`src/rtl/apb_master.sv`:
```
// APB requester: turns one command/response handshake into a single APB transfer,
// with an optional abort when the completer holds PREADY low for too long.
//
// state  | meaning
// IDLE   | no transfer; cmd_ready high, APB address/data hold last values
// SETUP  | PSEL=1, PENABLE=0 for exactly one cycle
// ACCESS | PSEL=1, PENABLE=1 until PREADY or wait-count abort
// RESP   | rsp_valid=1, result held until rsp_ready
module apb_master #(
   parameter int ADDR_W         = 32,
   parameter int DATA_W         = 32,
   parameter int TIMEOUT_CYCLES = 255
) (
   input  logic              PCLK,
   input  logic              PRESET,
   input  logic              cmd_valid,
   output logic              cmd_ready,
   input  logic              cmd_write,
   input  logic [ADDR_W-1:0] cmd_addr,
   input  logic [DATA_W-1:0] cmd_wdata,
   output logic              rsp_valid,
   input  logic              rsp_ready,
   output logic [DATA_W-1:0] rsp_rdata,
   output logic              rsp_timeout,
   output logic [ADDR_W-1:0] PADDR,
   output logic              PSEL,
   output logic              PENABLE,
   output logic              PWRITE,
   output logic [DATA_W-1:0] PWDATA,
   input  logic [DATA_W-1:0] PRDATA,
   input  logic              PREADY
);

   localparam int TMO_BITS = $clog2(TIMEOUT_CYCLES + 1);
   localparam int CNT_W    = (TMO_BITS > 16) ? TMO_BITS : 16;

   typedef enum logic [1:0] {
      IDLE   = 2'd0,
      SETUP  = 2'd1,
      ACCESS = 2'd2,
      RESP   = 2'd3
   } state_t;

   state_t           state;
   logic [CNT_W-1:0] wait_cnt;
   logic [CNT_W-1:0] wait_cnt_inc;
   logic             tmo_hit;

   assign cmd_ready = (state == IDLE) && !PRESET;

   // Saturating increment; the threshold test looks at the count this wait cycle produces.
   always_comb begin
      wait_cnt_inc = (&wait_cnt) ? wait_cnt : wait_cnt + 1'b1;
      tmo_hit      = (TIMEOUT_CYCLES != 0) && (wait_cnt_inc >= CNT_W'(TIMEOUT_CYCLES));
   end

   always_ff @(posedge PCLK) begin
      if (PRESET) begin
         state       <= IDLE;
         PSEL        <= 1'b0;
         PENABLE     <= 1'b0;
         PWRITE      <= 1'b0;
         PADDR       <= '0;
         PWDATA      <= '0;
         rsp_valid   <= 1'b0;
         rsp_rdata   <= '0;
         rsp_timeout <= 1'b0;
         wait_cnt    <= '0;
      end else begin
         case (state)
            IDLE: begin
               PSEL    <= 1'b0;
               PENABLE <= 1'b0;
               if (cmd_valid && cmd_ready) begin
                  PADDR  <= cmd_addr;
                  PWRITE <= cmd_write;
                  PWDATA <= cmd_wdata;
                  PSEL   <= 1'b1;
                  state  <= SETUP;
               end
            end
            SETUP: begin
               PENABLE  <= 1'b1;
               wait_cnt <= '0;
               state    <= ACCESS;
            end
            ACCESS: begin
               // PREADY wins over a timeout reached in the same cycle.
               if (PREADY) begin
                  rsp_rdata   <= PWRITE ? '0 : PRDATA;
                  rsp_timeout <= 1'b0;
                  rsp_valid   <= 1'b1;
                  PSEL        <= 1'b0;
                  PENABLE     <= 1'b0;
                  state       <= RESP;
               end else if (tmo_hit) begin
                  rsp_rdata   <= '0;
                  rsp_timeout <= 1'b1;
                  rsp_valid   <= 1'b1;
                  PSEL        <= 1'b0;
                  PENABLE     <= 1'b0;
                  wait_cnt    <= wait_cnt_inc;
                  state       <= RESP;
               end else begin
                  wait_cnt <= wait_cnt_inc;
               end
            end
            RESP: begin
               if (rsp_ready) begin
                  rsp_valid <= 1'b0;
                  state     <= IDLE;
               end
            end
            default: state <= IDLE;
         endcase
      end
   end

endmodule

```
`config.mk`:
```
export PLATFORM = sky130hd
export DESIGN_NAME = apb_master
export DESIGN_NICKNAME = d
export VERILOG_FILES = /design/src/rtl/apb_master.sv
export SDC_FILE = /design/constraint.sdc
export NUM_CORES = 1
export LEC_CHECK = 0
export CAP_MARGIN = 15
export CORE_ASPECT_RATIO = 1.1
export CORE_UTILIZATION = 43
export DETAILED_ROUTE_END_ITERATION = 8
export MAX_ROUTING_LAYER = met4
export PLACE_DENSITY = 0.8
export SLEW_MARGIN = 20
export SYNTH_ARGS = -nofsm -noshare
export SYNTH_HDL_FRONTEND = slang
export SYNTH_SLANG_ARGS = --single-unit
```
`constraint.sdc`:
```
create_clock -name PCLK -period 3.9 [get_ports PCLK]
set_clock_uncertainty 0.15 [all_clocks]
set_input_delay 0.975 -clock PCLK [delete_from_list [all_inputs] [get_ports PCLK]]
set_output_delay 0.975 -clock PCLK [all_outputs]
set_load 0.005 [all_outputs]
```
==> impl_metrics.json, run 1 <==
{
  "cp-start-kind": "input port",
  "critPathTopFamily": "buffers and inverters",
  "min_path_type": "register to register",
  "async_flop_share_pct": 0,
  "drive_gt1_share_pct": 12.6,
  "nNetsFinal": 911,
  "seq_area_frac_synth_pct": 47.0,
  "max-cap-violations": 0,
  "slew_headroom_pct": 52.3,
  "route.detailed.drc": 0,
  "synth_top_area_share_pct": 47.0,
  "synth_cell_types": 57,
  "yosysMostFrequentCell": "nand2_1",
  "cts_resized": 0,
  "top_layer": "met4",
  "synth_fp_nets": 721,
  "synth_compound_area_share_pct": 19.6,
  "period_minus_slack_ns": 3.44,
  "place.gp.congestion": 0.890,
  "drtAntennaViolNets": 0,
  "numCtsBuffers": 17,
  "htreeDepth": 4,
  "power.switching_w": 0.00106,
  "clkTransAtPathRegs_ns": 0.05,
  "r2r-start": "wait_cnt[0]$_SDFFE_PP0P_",
  "holdPathStages": 2,
  "synthAdderAreaFrac_pct": 1.48,
  "final.period_utilization_pct": 88.2,
  "wl_per_cell_um": 15.1,
  "dr_total_vias": 5052,
  "synthMuxAreaShare_pct": 0.641,
  "drtPass1Iterations": 4,
  "switching_share_pct": 27.1,
  "dp.cells": 934,
  "synth_area_leaders": "dfxtp_1 47%, nand2_1 13%, o21ai_0 7.8%, o21ai_2 3.8%, nand3_2 3.6%",
  "initial_core_util_pct": 44.1,
  "fin_cells": 966,
  "antenna_found_initial": 0,
  "multi_input_area_um2": 2450,
  "rsz0062_at_grt": "false",
  "grt_max_degree": 66,
  "clock_path_buffers": 2,
  "crit_arrival_ns": 2.31,
  "synth_area_um2": 5070,
  "critPathCapture": "cmd_ready",
  "tightest_slew_ns": 0.711,
  "path_max_fanout": 3,
  "grtUsageTotal_pct": 24.9,
  "outcome": "finished clean",
  "routed_via_density": 5.23,
  "postSynthAreaPerCell_um2": 8.27,
  "slew_viol_final": 0,
  "fp.dieH_um": 116,
  "die_w_um": 106,
  "worst-path-stages": 3,
  "end_kind": "primary output",
  "ios": 204,
  "total_power_w": 0.00389,
  "cts_setup_buffers": 0,
  "numPortBuffers": 203,
  "hpwl_um": 10200,
  "synth_top_family_by_area": "simple AND/OR/NAND/NOR gates",
  "synth_ff_type": "dfxtp_1",
  "p_leak_nw": 2.74,
  "seqPwrFrac_pct": 38.2,
  "diodes": 0,
  "ff_latch_area_um2": 2380,
  "place_area_um2": 7200,
  "wl_met2_um": 7190,
  "reg2regPathDepth": 8,
  "crit_slowest_cell": "clkdlybuf4s50_1",
  "setup_viol": 0,
  "dr_wl_met3_um": 1170,
  "grt_pass1_wl_um": 23100,
  "max_freq_ghz": 0.291,
  "syn_to_final_growth_pct": 53.2,
  "grt_pass1_vias": 4939,
  "synth-simple-area-share_pct": 25.9,
  "synth_xor_xnor_area_share_pct": 0.173,
  "clk_latency_ns": 0.41,
  "cell_internal_pwr_w": 0.00283,
  "core-area_um2": 11500,
  "timing.rr.end": "rsp_valid$_SDFFE_PP0P_",
  "final_hold_viol_count": 0,
  "core.rowCount": 41,
  "path_common_cell": "clkdlybuf4s50_1",
  "synthTopCellsByCount": "179 x nand2_1, 119 x dfxtp_1, 79 x o21ai_0, 30 x clkbuf_1, 22 x o21ai_2",
  "grt_overflow": 0,
  "path_buf_inv": 2,
  "critPathMaxStageDelay_ns": 0.58,
  "wl_met1_um": 5740,
  "fill_cells": 931,
  "p_clk_share_pct": 38.5,
  "powerDensity_nw_per_um2": 500,
  "finalSetupTns_ns": 0,
  "yosys.area.top_type": "dfxtp_1",
  "drt_wl_total_um": 14600,
  "synth_warnings": 0,
  "synth_edf_count": 0,
  "cts_tree": "yes",
  "r2r_slack_ns": 0.51,
  "ir_drop_mv": 0.371,
  "crit_type": "input port to primary output",
  "detail_route.iter0.violations": 279,
  "cts_hold_repair.buffers": 0,
  "syn_inst": 613,
  "cp_cell_sequence": "clkdlybuf4s50_1 > nor2b_1 > clkdlybuf4s50_1",
  "clock-sinks": 119,
  "startpoint": "PRESET",
  "clockRootBuffer": "clkbuf_16",
  "yosys_register_bits": 119,
  "p_comb_share_pct": 23.3,
  "crit_required_ns": 2.77,
  "fin_area_um2": 7770,
  "dieArea_um2": 12200
}
-- worst min-delay path by stage --
stage                                    start                    endpoint  slack, ns
floorplan            rsp_rdata[2]$_SDFFE_PP0P_   rsp_rdata[2]$_SDFFE_PP0P_       0.29
global placement     rsp_rdata[6]$_SDFFE_PP0P_   rsp_rdata[6]$_SDFFE_PP0P_       0.29
detailed placement   rsp_rdata[8]$_SDFFE_PP0P_   rsp_rdata[8]$_SDFFE_PP0P_       0.29
CTS                  rsp_rdata[7]$_SDFFE_PP0P_   rsp_rdata[7]$_SDFFE_PP0P_       0.30
global route        rsp_rdata[14]$_SDFFE_PP0P_  rsp_rdata[14]$_SDFFE_PP0P_       0.32
finish               rsp_rdata[6]$_SDFFE_PP0P_   rsp_rdata[6]$_SDFFE_PP0P_       0.30
-- cells by family after synthesis --
| kind of cell | Yosys count |
|---|---|
| simple gates | 274 |
| flops | 119 |
| compound gates | 156 |
| mux | 3 |
| buf+inv | 54 |
| xor+xnor | 1 |
| fa+ha+maj | 6 |
-- flip-flops by register name (all words and copies together), names as in the netlist --
name / cells
PENABLE: 1
rsp_rdata: 32
PADDR: 32
rsp_valid: 1
state: 2
wait_cnt: 16
rsp_timeout: 1
PWRITE: 1
PWDATA: 32
PSEL: 1
-- layer usage --
layer | GRT usage [%] | vias to the layer above
met5 | - | -
met4 | 13.6 | 0
met3 | 7.37 | 37
met2 | 40.9 | 209
met1 | 27.2 | 2315
li1 | - | 2491
-- power by group through the flow --
stage / Combinational (W) / Sequential, W / Clock [W]
6_report: 0.000906 / 0.00148 / 0.00150
5_1_grt: 0.000989 / 0.00150 / 0.00157
4_1_cts: 0.000911 / 0.00148 / 0.00151
3_5_place_dp: 0.000900 / 0.00150 / 0
3_3_place_gp: 0.000881 / 0.00149 / 0
2_1_floorplan: 0.000370 / 0.00151 / 0
-- final cells by class --
class	count	area share, %
clock buffers	22	5.97
clock inverters	10	1.32
inverters	9	0.435
multi-input cells	440	31.5
flip-flops and latches	119	30.7
well taps	150	2.42
repair buffers	216	27.7
-- per-stage QoR --
stage          util (%)  worst slack (ns)  hold WS (ns)
6_report           67.6             0.462         0.300
5_1_grt            67.6             0.243         0.320
4_1_cts            67.6             0.455         0.302
3_5_place_dp       62.7             0.475         0.291
3_3_place_gp       62.7             0.476         0.285
2_1_floorplan         -              1.02         0.295
-- tightest hold or removal path, cell delays in order (launching register included) --
cell and delay (ns):
dfxtp_1 0.30, nand2_1 0.05, o21ai_1 0.05
-- placed cells by master, fill, tap and decap left out, types with 11 or more instances in the layout --
| master | count |
|---|---|
| a21oi_1 | 11 |
| nand3_2 | 18 |
| o21ai_0 | 79 |
| nor2_1 | 19 |
| nand3_1 | 18 |
| nand2_1 | 179 |
| clkbuf_16 | 17 |
| o21ai_2 | 22 |
| clkdlybuf4s50_1 | 203 |
| buf_4 | 11 |
| dfxtp_1 | 119 |
(Power assumes the default switching activity.)
==> run 2, diff against run 1 <==
CORE_MARGIN = 1   (was not set)
==> results of run 2 <==
Final layout, timing and power as in run 1 (identical DEF).
